--- config.mk ---
export PLATFORM = sky130hd
export DESIGN_NAME = minimig_bankmap_pipe
export DESIGN_NICKNAME = d
export VERILOG_FILES = /design/src/rtl/minimig_bankmap_pipe.sv
export SDC_FILE = /design/constraint.sdc
export NUM_CORES = 1
export LEC_CHECK = 0
export ABC_AREA = 1
export CAP_MARGIN = 25
export CORE_AREA = 2 2 82 45
export DETAILED_ROUTE_END_ITERATION = 8
export DIE_AREA = 0 0 84 47
export GPL_TIMING_DRIVEN = 0
export SETUP_SLACK_MARGIN = 0.3
export SLEW_MARGIN = 20
export SYNTH_ARGS = -nofsm -noshare
export SYNTH_HDL_FRONTEND = slang
export SYNTH_SLANG_ARGS = --single-unit
--- constraint.sdc ---
create_clock -name clk -period 2 [get_ports clk]
set_input_delay 0.3 -clock clk [delete_from_list [all_inputs] [get_ports clk]]
set_output_delay 0.3 -clock clk [all_outputs]
set_load 0.005 [all_outputs]
--- src/rtl/minimig_bankmap_pipe.sv ---
`default_nettype none
// ============================================================================
// Module  : minimig_bankmap_pipe
// Purpose : Registered chip/slow/kick bank mapper with chipram mirroring and
//           drain-synchronised memory-config updates (valid/ready handshake).
// Revision: 1.0 - initial release
// ============================================================================
module minimig_bankmap_pipe #(
  parameter int CHIP_N = 4,
  parameter int SLOW_N = 3,
  parameter int CFG_W  = 3
) (
  input  logic                clk,
  input  logic                reset,
  input  logic                req_valid,
  output logic                req_ready,
  input  logic [CHIP_N-1:0]   req_chip,
  input  logic [SLOW_N-1:0]   req_slow,
  input  logic                req_kick,
  input  logic                req_kick1mb,
  input  logic                req_kickmirror,
  input  logic                req_cart,
  input  logic [CFG_W-1:0]    cfg_in,
  input  logic                cfg_update,
  output logic [CFG_W-1:0]    cfg_active,
  output logic                cfg_busy,
  output logic                bank_valid,
  input  logic                bank_ready,
  output logic [CHIP_N+3:0]   bank,
  output logic                bank_unmapped,
  output logic                err_multi
);

  localparam int              BANK_W  = CHIP_N + 4;
  localparam logic [CFG_W-1:0] CFG_MAX = CFG_W'(CHIP_N - 1);

  function automatic logic [CFG_W-1:0] clamp_cfg(input logic [CFG_W-1:0] v);
    return (v > CFG_MAX) ? CFG_MAX : v;
  endfunction

  logic [CFG_W-1:0]  cfg_pending;
  logic              out_free;
  logic              xfer;
  logic              apply;
  logic              multi_hit;
  logic [3:0]        n_blk;
  logic [3:0]        p_blk;
  logic [CHIP_N-1:0] chip_bank;
  logic              chip_unmapped;
  logic [BANK_W-1:0] bank_next;

  assign out_free  = !bank_valid || bank_ready;
  assign req_ready = !cfg_busy && out_free;
  assign xfer      = req_valid && req_ready;
  // Config swaps only when the output stage is free and requests are blocked
  assign apply     = cfg_busy && out_free;
  assign multi_hit = |(req_chip & (req_chip - CHIP_N'(1)));

  // Mirror chip blocks modulo the next power of two above the configured size
  always_comb begin
    n_blk         = 4'(clamp_cfg(cfg_active)) + 4'd1;
    p_blk         = 4'd1;
    chip_bank     = '0;
    chip_unmapped = 1'b0;
    for (int k = 0; k < 3; k++) begin
      if (p_blk < n_blk) p_blk = p_blk << 1;
    end
    for (int i = 0; i < CHIP_N; i++) begin
      if (req_chip[i]) begin
        if ((4'(i) & (p_blk - 4'd1)) >= n_blk) begin
          chip_unmapped = 1'b1;
        end else begin
          for (int j = 0; j < CHIP_N; j++) begin
            if (4'(j) == (4'(i) & (p_blk - 4'd1))) chip_bank[j] = 1'b1;
          end
        end
      end
    end
  end

  assign bank_next = {req_kick, req_kickmirror, |req_chip,
                      req_kick1mb | req_cart | (|req_slow), chip_bank};

  always_ff @(posedge clk or posedge reset) begin
    if (reset) begin
      bank_valid    <= 1'b0;
      bank          <= '0;
      bank_unmapped <= 1'b0;
      err_multi     <= 1'b0;
    end else begin
      if (xfer) begin
        bank_valid    <= 1'b1;
        bank          <= bank_next;
        bank_unmapped <= chip_unmapped;
        if (multi_hit) err_multi <= 1'b1;
      end else if (bank_ready) begin
        bank_valid    <= 1'b0;
      end
    end
  end

  always_ff @(posedge clk or posedge reset) begin
    if (reset) begin
      cfg_pending <= '0;
      cfg_active  <= '0;
      cfg_busy    <= 1'b0;
    end else begin
      if (apply) cfg_active <= cfg_pending;
      if (cfg_update) begin
        cfg_pending <= clamp_cfg(cfg_in);
        cfg_busy    <= 1'b1;
      end else if (apply) begin
        cfg_busy    <= 1'b0;
      end
    end
  end

endmodule
`default_nettype wire
# Word level (Yosys, flattened, before mapping)

Cells that the tools add are included.

Flip-flop bits (word level): 18
Bits of input ports: 19
Output and inout port bits: 16
Logic and storage cells: 73

$add $sub $neg: 3
Order comparisons: 9
Equal/unequal tests: 3
Mux-type cells: 33
Bitwise operators: 3
Reductions and logical operators: 15

Operator list:

| operator                                                         | count |
|---|---|
| 2-to-1 mux 1 bit                                                 | 22 |
| 2-to-1 mux 3 bit                                                 | 5 |
| logical NOT 4 bit                                                | 3 |
| greater-or-equal comparator 2 x 4 -> 1 bit                       | 2 |
| 2-to-1 mux 2 bit                                                 | 4 |
| 2-to-1 mux 4 bit                                                 | 2 |
| OR reduction 4 bit                                               | 2 |
| > comparator 3 x 2 -> 1 bit, second input constant               | 2 |
| adder 3 x 1 -> 4 bit, second input constant                      | 1 |
| bitwise AND 4 bit                                                | 1 |
| equality test 2 bit, first input constant                        | 2 |
| greater-or-equal comparator 1 x 4 -> 1 bit                       | 1 |
| greater-or-equal comparator 1 x 4 -> 1 bit, first input constant | 1 |
| < comparator 1 x 4 -> 1 bit, first input constant                | 1 |
| < comparator 3 x 4 -> 1 bit                                      | 1 |
| < comparator 4 bit                                               | 1 |
| nonzero test 2 bit                                               | 2 |
| subtractor 4 x 1 -> 4 bit, second input constant                 | 1 |
| logical AND 1 bit                                                | 3 |
| OR reduction 3 bit                                               | 1 |
| equality test 1 x 2 -> 1 bit, first input constant               | 1 |
| logical NOT 1 bit                                                | 2 |
| OR 1 bit                                                         | 2 |
| AND reduction 2 bit                                              | 1 |
| 2 further kinds                                                  | 2 |

# Logic depth before layout (Yosys ltp)

Depth in word-level cells: 20
Depth in mapped cells: 12
Depth with buffers taken out: 12

# Worst setup path after synthesis

No wires, ideal clock.

Kind: flip-flop to flip-flop
Start point: reg cfg_active[2]
End point: reg bank_unmapped
Library setup time: 119 ps
Arrival: 1769 ps
Data required time: 1881 ps
Slack: 112 ps
Cell stages (with the launch flop): 9
Buffers on the path: 0
Period minus slack after synthesis: 1888 ps
Cells stage by stage: dfrtp_1 -> nor2_1 -> inv_1 -> ha_1 -> nor2_1 -> ha_1 -> o211ai_1 -> nand3_1 -> o21a_1

Longest elaborated chain between the ends: 17
Elaborated cells on any way between the ends: 22
Classes of those cells: add/sub (2); order compare (8); mux (12)

Ends and longest elaborated chain:

| what                                       | RTL line | RTL |
|---|---|---|
| from (decl)                                | 25       | `output logic [CFG_W-1:0] cfg_active,` |
| from (signal assigned)                     | 108      | `if (apply) cfg_active <= cfg_pending;` |
| > comparator 3 x 2 -> 1 bit                | 38       | `return (v > CFG_MAX) ? CFG_MAX : v;` |
| 2-to-1 mux 3 bit *                         | 38       |  |
| adder 3 x 1 -> 4 bit *                     | 61       | `n_blk = 4'(clamp_cfg(cfg_active)) + 4'd1;` |
| < comparator 1 x 4 -> 1 bit                | 66       | `if (p_blk < n_blk) p_blk = p_blk << 1;` |
| 2-to-1 mux 2 bit                           | 66       |  |
| < comparator 4 bit                         | 66       |  |
| 2-to-1 mux 3 bit                           | 66       |  |
| < comparator 3 x 4 -> 1 bit                | 66       |  |
| 2-to-1 mux 2 bit                           | 66       |  |
| subtractor 2 x 1 -> 2 bit                  | 70       | `if ((4'(i) & (p_blk - 4'd1)) >= n_blk) begin` |
| greater-or-equal comparator 1 x 4 -> 1 bit | 70       |  |
| 2-to-1 mux 1 bit                           | 70       |  |
| 2-to-1 mux 1 bit                           | 69       | `if (req_chip[i]) begin` |
| 2-to-1 mux 1 bit                           | 70       |  |
| 2-to-1 mux 1 bit                           | 69       |  |
| 2-to-1 mux 1 bit                           | 70       |  |
| 2-to-1 mux 1 bit *                         | 69       |  |
| to (signal assigned)                       | 94       | `bank_unmapped <= chip_unmapped;` |
| to (decl)                                  | 30       | `output logic bank_unmapped,` |

Mark *: on every way between the ends. The rest lies on a longest branch, timed or not.
A chain may end at the register's enable or synchronous reset.

# Worst setup path in the final report

Start point: reg cfg_active[2]
End point: reg bank[1]

Longest elaborated chain between the ends: 18
Elaborated cells on any way between the ends: 21
Classes of those cells: add/sub (2); order compare (6); eq/ne (1); mux (12)

Ends and longest elaborated chain:

| what                                                                           | RTL line | RTL |
|---|---|---|
| > comparator 3 x 2 -> 1 bit                                                    | 38       |  |
| 2-to-1 mux 3 bit *                                                             | 38       |  |
| adder 3 x 1 -> 4 bit *                                                         | 61       |  |
| < comparator 1 x 4 -> 1 bit                                                    | 66       |  |
| 2-to-1 mux 2 bit                                                               | 66       |  |
| < comparator 4 bit                                                             | 66       |  |
| 2-to-1 mux 3 bit                                                               | 66       |  |
| < comparator 3 x 4 -> 1 bit                                                    | 66       |  |
| (+2 left out)                                                                  | --       |  |
| greater-or-equal comparator 1 x 4 -> 1 bit or 2-to-1 mux 1 bit (tied branches) | 70, 74   |  |
| 2-to-1 mux 2 bit                                                               | 70       |  |
| 2-to-1 mux 2 bit                                                               | 69       |  |
| 2-to-1 mux 3 bit                                                               | 70       |  |
| 2-to-1 mux 3 bit                                                               | 69       |  |
| 2-to-1 mux 1 bit                                                               | 74       | `if (4'(j) == (4'(i) & (p_blk - 4'd1))) chip_bank[j] = 1'b1;` |
| 2-to-1 mux 4 bit                                                               | 70       |  |
| 2-to-1 mux 4 bit *                                                             | 69       |  |
| to (signal assigned)                                                           | 93       | `bank <= bank_next;` |
| to (decl)                                                                      | 29       | `output logic [CHIP_N+3:0] bank,` |

Marks and branches as above.

==> results by group <==
Clock tree
  – Worst-Skew Late Latency: 260 ps
  – CTS tree: yes
  – H-tree lvl count: 1
  – Clock sinks: 18
  – Clock buffer count from CTS: 3
  – # hold bufs at CTS: 0
  – Max clock buf depth: 2
  – Clock transition at path regs: 70 ps
  – Root Buffer: clkbuf_8

Timing
  – Setup TNS: 0 ps
  – Hold_ws: 430 ps
  – Endpoints failing setup: 0
  – Slew headroom: 0.543
  – Fmax: 539 MHz
  – Max Clock Skew: 1.81 ps
  – Final period util: 0.927
  – Unrepaired setup endpoints after global routing: yes
  – Fin. Hold Viols: 0
  – Worst-Margin Slew: 685 ps
  – Max Slew Vio Count: 0
  – Min Tclk post-route: 1850 ps

Drt
  – Vias: 834
  – Vias per inst: 4.28
  – Routed WL: 2210 microns
  – DRC errors left: 0
  – DR pass1 iterations: 4
  – Remaining antenna violation count: 0
  – Drt first-iter violations: 11
  – Avg WL per Cell: 11.3 microns

Logic synthesis
  – Synthesized area: 903 sq um
  – Sequential-to-total area share from yosys stat: 0.499
  – Post-synth EDFFs: 0
  – FF+latch count, synth: 18
  – Commonest register cell after synthesis: dfrtp_1
  – Share of the synthesized area in the top cell type: 0.499
  – Syn Nets: 130
  – Most frequent cell after synthesis: nand2_1
  – Async S/R FF share, synth: 1.00
  – Yosys top cell by area: dfrtp_1
  – Post-Syn Instances: 109
  – Synth Warn #: 0
  – Synth top area cells: dfrtp_1 50%, nand2_1 12%, inv_1 5.0%, nor2_1 3.7%, o21ai_0 3.3%
  – Count of cell types in the netlist: 24
  – Synth cell count leaders: 29 x nand2_1, 18 x dfrtp_1, 12 x inv_1
  – Syn Area/Cell: 8.29 sq um

Floorplan
  – Die Y: 47 microns
  – # rows: 15
  – CORE AREA: 3250 sq um
  – # IOs: 35
  – Die area: 3950 sq um
  – Die width: 84 microns
  – Initial Utilization: 0.278

Finish
  – Synthesis-to-layout area growth: 60.7%
  – Fin nets: 175
  – N_diodes: 0
  – Fraction of layout cells with a size suffix above 1: 0.203
  – Layout Cells excl Fill: 195

Global route
  – Largest net degree at the start of global routing: 19
  – Total GRT Usage: 0.123
  – First-pass GRT wire length: 3670 microns
  – Initial antenna violation count: 0
  – Number of global-route vias before repair: 782
  – GRT overflow: 0

Worst setup path
  – Critical path endpoint category: flip-flop
  – Crit start category: flip-flop
  – WP data arrival: 2010 ps
  – Peak fanout along the critical path: 3
  – Crit Path Class: flip-flop to flip-flop
  – WP data required: 2150 ps

Pwr
  – PD cells: 876 nW/um^2
  – Leakage: 0.647 nW
  – Worst-case vdd ir drop: 0.000381 V
  – Tot Pwr: 1.27 mW

Run status
  – Status: finished clean

Flow run
  – Max cap viols: 0

Placed design
  – Placed insts: 185
  – DP HPWL: 1700 microns
  – IO buf count: 34
  – Gpl congestion: 0.767

Hold path
  – Worst min path class: input pin to flip-flop
-- layer usage --
layer / up-vias / wire [microns] / GRT usage
met2: 30 / 902 / 0.194
met3: 2 / 206 / 0.0492
met4: 0 / 19 / 0.0387
li1: 438 / - / -
met5: - / 0 / 0
met1: 364 / 1080 / 0.161
-- cells in the final DEF, fill, tap and decap left out, types with 3 or more instances in the layout --
cell type | Yosys | routed
buf_4 | 1 | 7
clkbuf_8 | 0 | 4
clkdlybuf4s50_1 | 0 | 32
dfrtp_1 | 18 | 15
dfrtp_2 | 0 | 3
inv_1 | 12 | 9
inv_2 | 3 | 5
nand2_1 | 29 | 28
nand3_1 | 3 | 3
nor2_1 | 9 | 7
nor2_4 | 1 | 4
o21ai_0 | 6 | 5
o21ai_1 | 5 | 6
-- logic make-up (layout without fill, tap and decap cells) --
| kind of cell | count (synthesis) | after routing | share of synthesized area |
|---|---|---|---|
| and+or+nand+nor | 52 | 52 | 0.265 |
| AOI/OAI and AO/OA | 21 | 21 | 0.139 |
| DFF | 18 | 18 | 0.499 |
| buffers and inverters | 16 | 60 | 0.0706 |
| adders and majority gates | 2 | 2 | 0.0277 |
-- cell type report --
class | instances | area [sq um]
repair buffers | 40 | 387
plain buffers | 1 | 7.51
well taps | 42 | 52.6
inverters | 15 | 58.8
multi-input cells | 75 | 437
fillers | 328 | 1800
flip-flops and latches | 18 | 454
clock buffers | 4 | 55.1
-- path summary, 6_finish.rpt --
path	startpoint	end	slack, ps	depth (start not counted)
setup / recovery	cfg_active[2]	bank[1]	150	12
hold / removal	bank_ready	bank_valid	430	2
setup reg to reg	cfg_active[2]	bank[1]	150	12
hold reg to reg	err_multi	err_multi	470	1
max in group asynchronous	reset	cfg_active[0]	1080	2
min in group asynchronous	reset	cfg_pending[0]	440	2
-- metrics by stage --
stage / util / instance area [sq um] / setup slack [ps]
CTS: 0.446 / 1450 / 175
detailed placement: 0.412 / 1340 / 73.9
finish: 0.447 / 1450 / 146
global route: 0.447 / 1450 / 5.64
floorplan: - / 943 / 220
global placement: 0.412 / 1340 / 67.1
-- sequential cells by signal (all words and copies together) (netlist names) --
name / cells
cfg_busy: 1
bank_valid: 1
bank_unmapped: 1
err_multi: 1
bank: 8
cfg_active: 3
cfg_pending: 3
-- worst max-delay path, cell delays in order (launching register included) --
cell and delay, ps:
dfrtp_2 450, nor2_4 130, inv_4 50, ha_4 270, nor2_4 40, ha_4 270
inv_2 30, nand2_1 40, nand2_1 60, o21bai_1 190, o21ai_1 90, nand2_1 70
nand2_1 50
-- where the power goes --
group	internal (mW)	switching, mW
combinational	0.282	0.212
sequential	0.431	0.0441
clock	0.175	0.127
-- repair_timing --
| action | CTS | global route |
|---|---|---|
| hold endpoints to repair | 0 | 0 |
| gates cloned | 0 | 0 |
| setup endpoints to repair | 4 | 4 |
| pin swaps | 4 | 9 |
| buffers inserted | 6 | 0 |
| gates resized for setup | 7 | 2 |
No activity file was read; power rests on OpenSTA's default activity.
